==> src/rtl/rv32i_types.sv <==
// Shared RV32I typedefs plus the line/burst adaptor's state encoding and beat count.
package rv32i_types;

    typedef logic [31:0] rv32i_word;
    typedef logic [4:0]  rv32i_reg;

    typedef enum logic [2:0] {
        IDLE,
        READ,
        WRITE,
        DONE,
        COOL
    } lba_state_t;

    localparam int unsigned LBA_BEATS = 4;

endpackage

==> src/rtl/line_burst_adaptor.sv <==
// Splits cache line reads/writes into fixed-length memory bursts and reassembles read lines.
// state | meaning: IDLE wait for request, READ/WRITE burst in flight, DONE resp_o pulse, COOL swallow stale request.
module line_burst_adaptor
    import rv32i_types::*;
#(
    parameter int s_line  = 256,
    parameter int s_burst = 64
) (
    input  logic              clk,
    input  logic              rst,
    input  logic [s_line-1:0] line_i,
    output logic [s_line-1:0] line_o,
    input  logic [31:0]       address_i,
    input  logic              read_i,
    input  logic              write_i,
    output logic              resp_o,
    input  logic [s_burst-1:0] burst_i,
    output logic [s_burst-1:0] burst_o,
    output logic [31:0]       address_o,
    output logic              read_o,
    output logic              write_o,
    input  logic              resp_i
);

    localparam int k_w = $clog2(LBA_BEATS);
    localparam logic [k_w-1:0] k_last = k_w'(LBA_BEATS - 1);

    lba_state_t state, state_next;
    logic [k_w-1:0] k;
    rv32i_word addr_q;
    logic [LBA_BEATS-1:0][s_burst-1:0] wline_q;
    logic [LBA_BEATS-1:0][s_burst-1:0] rline_q;
    logic beat_ack;

    assign beat_ack  = resp_i && (state == READ || state == WRITE);
    assign line_o    = rline_q;
    assign address_o = {addr_q[31:5], 5'b0};

    always_ff @(posedge clk or negedge rst) begin
        if (!rst) begin
            state <= IDLE;
        end else begin
            state <= state_next;
        end
    end

    // The read line is assembled in place, so line_o only changes during read bursts.
    always_ff @(posedge clk or negedge rst) begin
        if (!rst) begin
            k       <= '0;
            addr_q  <= '0;
            wline_q <= '0;
            rline_q <= '0;
        end else begin
            if (state == IDLE) begin
                if (write_i) begin
                    addr_q  <= address_i;
                    wline_q <= line_i;
                end else if (read_i) begin
                    addr_q <= address_i;
                end
            end
            if (beat_ack) begin
                k <= (k == k_last) ? '0 : k + k_w'(1);
            end
            if (state == READ && resp_i) begin
                rline_q[k] <= burst_i;
            end
        end
    end

    always_comb begin
        state_next = state;
        read_o     = 1'b0;
        write_o    = 1'b0;
        resp_o     = 1'b0;
        burst_o    = '0;
        case (state)
            IDLE: begin
                if (write_i) begin
                    state_next = WRITE;
                end else if (read_i) begin
                    state_next = READ;
                end
            end
            READ: begin
                read_o = 1'b1;
                if (resp_i && k == k_last) begin
                    state_next = DONE;
                end
            end
            WRITE: begin
                write_o = 1'b1;
                burst_o = wline_q[k];
                if (resp_i && k == k_last) begin
                    state_next = DONE;
                end
            end
            DONE: begin
                resp_o     = 1'b1;
                state_next = COOL;
            end
            COOL: begin
                state_next = IDLE;
            end
            default: begin
                state_next = IDLE;
            end
        endcase
    end

endmodule

==> config.mk <==
export PLATFORM = sky130hd
export DESIGN_NAME = line_burst_adaptor
export DESIGN_NICKNAME = d
export VERILOG_FILES = /design/src/rtl/rv32i_types.sv /design/src/rtl/line_burst_adaptor.sv
export SDC_FILE = /design/constraint.sdc
export NUM_CORES = 1
export LEC_CHECK = 0
export ABC_CLOCK_PERIOD_IN_PS = 2200
export BUFFER_PORTS_ARGS = -buffer_cell sky130_fd_sc_hd__buf_2
export CAP_MARGIN = 10
export CORE_AREA = 2 2 277 279
export CTS_BUF_LIST = sky130_fd_sc_hd__clkbuf_4 sky130_fd_sc_hd__clkbuf_8
export CTS_CLUSTER_SIZE = 24
export DETAILED_ROUTE_END_ITERATION = 7
export DIE_AREA = 0 0 279 281
export PLACE_DENSITY = 0.5
export SYNTH_ARGS = -nofsm -noshare
export SYNTH_HDL_FRONTEND = slang
export SYNTH_SLANG_ARGS = --single-unit
export TNS_END_PERCENT = 10
==> constraint.sdc <==
create_clock -name clk -period 2.2 [get_ports clk]
set_clock_uncertainty 0.05 [all_clocks]
set_input_delay 0.22 -clock clk [delete_from_list [all_inputs] [get_ports clk]]
set_output_delay 0.22 -clock clk [all_outputs]
set_load 0.1 [all_outputs]
After elaboration in Yosys (flattened, before gate mapping)
Cells that the tools add are included.

word-level totals
  word-level logic and storage cells = 47
  bits in registers = 549
  bits of input ports = 357

cells by class
  muxes and demuxes = 16
  reductions and logical operators = 11
  add/subtract/negate cells = 1
  magnitude comparators = 2
  equal/unequal tests = 6

operators with widths
  operator                                                number
  bitwise mux 256 bit                                     1
  2-to-1 mux 64 bit                                       3
  binary-select mux 64 bit (select 2 bit)                 1
  demux 64 bit (select 2 bit)                             1
  2-to-1 mux 32 bit                                       2
  2-to-1 mux 3 bit                                        3
  case mux 3 bit (3 select lines)                         1
  equality test 3 x 2 -> 1 bit (second input constant)    2
  AND reduction 2 bit                                     3
  logical AND 1 bit                                       4
  equality test 3 x 1 -> 1 bit (second input constant)    1
  logical NOT 3 bit                                       1
  < comparator 2 x 3 -> 1 bit (second input constant)     1
  2-to-1 mux 1 bit                                        3
  inequality test 3 bit (second input constant)           1
  adder 2 x 1 -> 2 bit (second input constant)            1
  equality test 2 bit (second input constant)             1
  >= comparator 2 x 1 -> 1 bit (second input constant)    1
  2-to-1 mux 2 bit                                        1
  inequality test 2 x 1 -> 1 bit (second input constant)  1
  nonzero test 2 bit                                      1
  OR reduction 2 bit                                      1
  logical OR 1 bit                                        1

Longest topological paths before layout
  word-level depth = 5
  gate-level depth with buffers = 8

Worst setup path before layout
Ideal clock, no wire load.

  path kind = flip-flop to output port
  start point = reg state[1]
  end point = out read_o
  setup slack = -0.802 ns
  arrival time = 2.732 ns
  stages on the path, launching flop included = 3
  path buffers = 1
  required time = 1.930 ns
  path through = dfrtp_1 > buf_2 > nor3b_1

on the way
  cells in the longest elaborated chain, start to end = 2

RTL lines
  item                          RTL line                  source
  start, declared               line_burst_adaptor.sv:28  lba_state_t state, state_next;
  start signal, assigned        line_burst_adaptor.sv:43  state <= state_next;
  equality test 3 x 1 -> 1 bit  line_burst_adaptor.sv:78  case (state)
  2-to-1 mux 1 bit              line_burst_adaptor.sv:78
  end, declared                 line_burst_adaptor.sv:20  output logic read_o,

No other way between the ends.

Worst setup path in the final report
  start point = reg k[0]
  end point = out burst_o[37]

on the way
  cells in the longest elaborated chain, start to end = 3

RTL lines
  item                                     RTL line                  source
  start, declared                          line_burst_adaptor.sv:29  logic [k_w-1:0] k;
  start signal, assigned                   line_burst_adaptor.sv:64  k <= (k == k_last) ? '0 : k + k_w'(1);
  binary-select mux 64 bit (select 2 bit)  line_burst_adaptor.sv:94  burst_o = wline_q[k];
  2-to-1 mux 64 bit (not written as such)  line_burst_adaptor.sv:94
  2-to-1 mux 64 bit                        line_burst_adaptor.sv:78
  end, declared                            line_burst_adaptor.sv:18  output logic [s_burst-1:0] burst_o,

No other way between the ends. The select of a mux whose other input is x is not followed.

==> reports/summary.txt <==
outcome -> complete, but fails checks
failing checks -> setup timing
Via Count -> 16.0k
Ports -> 712
Pins Over Slew Limit -> 0
cells along the critical path -> buf_12, buf_4, mux4_2, nor2b_1, buf_6
most frequent cells in the layout -> 633 x buf_2, 539 x dfrtp_1, 352 x dlygate4sd3_1, 256 x mux2_1, 240 x mux2_4
Vias/cell -> 4.48
final worst slack -> -475 ps
Final period util -> 122%
initial core utilization -> 30.9%
commonest non-fill, non-tap cell in the layout -> buf_2
RSZ-0062 raised after global routing -> yes
final critical-path required period -> 2670 ps
initial antenna violation count -> 16
maximum clock frequency -> 374 MHz
Tightest Hold Check Type -> in -> reg
Compound-Gate Fraction of Synth Area -> 0.139%
CP Launch Type -> flop
CP top delay family -> buffers and inverters
largest net degree at the start of global routing -> 63
Largest stage delay, worst path -> 570 ps
Area growth syn-to-layout -> 52.1%
Worst Max-Slew Pin Slew -> 560 ps
clock tree buffer depth -> 3
first-pass GRT wire length -> 110 mm
Core Area -> 0.0754 mm^2
Final Setup Violations -> 65
count of flip-flops with a built-in enable after synthesis -> 0
post-DP HPWL -> 51.3 mm
nets@finish -> 2868
RR Startpoint -> state[2]
syn avg cell area -> 17.6 um^2
Root Buffer Master -> clkbuf_8
Synth Warn # -> 0
Tot GR Track Use -> 18.3%
utilization after layout -> 47.1%
post-synth cell types -> 27
adder-cell share of the synthesized area -> 0.214%
max-cap violations -> 0
clock latency on the worst-skew pair -> 680 ps
routed len/inst -> 20.4 um
Post-synth top flop -> dfrtp_1
Cell Rows -> 101
Final Cell Area -> 0.0355 mm^2
Synth area leaders -> dfrtp_1 58%, mux2_4 15%, mux2_1 12%
simple-gate portion of the synthesized area -> 2.30%
drt drc -> 0
Final ANT Viol Nets -> 0
Final Hold Fails -> 0
PortBufs -> 701
post-synthesis mux area share -> 36.1%
Crit. Startpoint -> k[0]
CTS buffer count -> 100
crit path DAT -> 2400 ps
final wirelength -> 72.7 mm
Worst R2R Path Depth -> 5
xor and xnor fraction of the mapped netlist area -> 0.0375%
Critical Path End Type -> output pin
Setup Crit Path Kind -> reg -> out
Synth async-reset ratio -> 100%
Slew HR -> 62.9%
Die Footprint -> 0.0784 mm^2
crit-path max FO -> 10
Congestion Overflow GR -> 0
vias in the first global route -> 18.2k
buffers plus inverters on the worst setup path -> 3
Pre-antenna DRT Iters -> 4
Placer Congestion -> 0.793
Worst R2R Setup Slack -> 70 ps
Die Ht -> 281 um
Synth Cell Area -> 0.0233 mm^2
Crit Reg-Reg Endpoint -> line_o[194]
starting DRC count in detailed routing -> 491
Synth top area share -> 58.3%
Hold Path Stages -> 4
Clk pin slew, worst setup/hold paths -> 60 ps
hold_sp -> read_i
Mapped Cells -> 1330
number of synthesized register bits -> 544
H-Tree Depth -> 3
Area after DPL -> 0.0291 mm^2
sequential cell area fraction in the yosys report -> 58.3%
die width -> 279 um
CTS tree -> yes
Hold Path End -> addr_q[17]
cell at the slowest stage of the critical path -> dfrtp_4
area leader, netlist -> dfrtp_1
Clock Sinks -> 544
largest family of logic cells by synthesized area -> multiplexers
worst endpoint required time -> 1930 ps
share of layout cells above drive strength 1 -> 53.3%
registers in the layout (all words and copies together) (netlist names):
signal / cells
line_o: 256
state: 3
k: 2
addr_q: 27
wline_q: 256
worst max path at each step:
stage	end	slack (ps)	cells after the start
after CTS	burst_o[62]	-610	5
after floorplan	burst_o[10]	-720	5
after detailed placement	line_o[192]	8	5
after global routing	burst_o[0]	-590	5
final	burst_o[37]	-470	5
after global placement	burst_o[0]	30	5
synthesized netlist by cell type (all sizes together) (2+ instances only):
cell and n:
a21oi 2, mux4 64, inv 3, nor2b 65, ha 4, dfrtp 544
nor3b 2, o21bai 2, and3b 2, mux2 541, clkbuf 11, nand2 4
buf 76, nand4b 2
through the flow:
stage	worst slack, ps	TNS (ps)	hold slack, ps	instances
after floorplan	-716	-43800	-126	1334
after global placement	27.6	0	125	3009
after detailed placement	7.59	0	116	3009
after CTS	-610	-35600	117	3546
after global routing	-592	-34320	159	3565
final	-475	-26150	181	3566
worst reg2reg max path, cell delays in order (launching register included):
cell and delay (ps):
dfrtp_2 470, buf_4 190, and4bb_4 430, nand2_4 230, buf_12 260, mux2_1 330
final cells by class:
cell class,count,area (um^2)
Inverter,3,11.3
Tap cell,978,1220
Antenna cell,11,27.5
Fill cell,6700,39900
Sequential cell,544,13600
Clock inverter,16,181
Multi-Input combinational cell,701,9320
Timing Repair Buffer,1157,9160
Clock buffer,156,1970
cells by family after synthesis:
logic type / after synthesis
flip-flops: 544
other: 1
multiplexers: 605
buffers and inverters: 90
adder cells (fa/ha/maj): 4
AND/OR/NAND/NOR: 80
AO/OA/AOI/OAI: 5
XOR/XNOR: 1
repair_timing:
item                                    4_1_cts  5_1_grt
buffers inserted                             10        9
hold endpoints to repair                   1018        0
pin swaps                                     1        1
endpoints found under the setup margin       80      352
hold buffers                                353        0
resized for setup                           116       22
cloned                                        2        1
metal layers:
layer | wire (um) | GRT usage, % | up-vias
li1 | - | - | 7164
met1 | 28900 | 21.3 | 8083
met2 | 36100 | 31.2 | 581
met3 | 5020 | 5.44 | 157
met4 | 2670 | 8.37 | 8
met5 | 59 | 0 | -
Power is not shown: default switching activity piles up to over one toggle a cycle in this logic, so the estimate is an artifact.
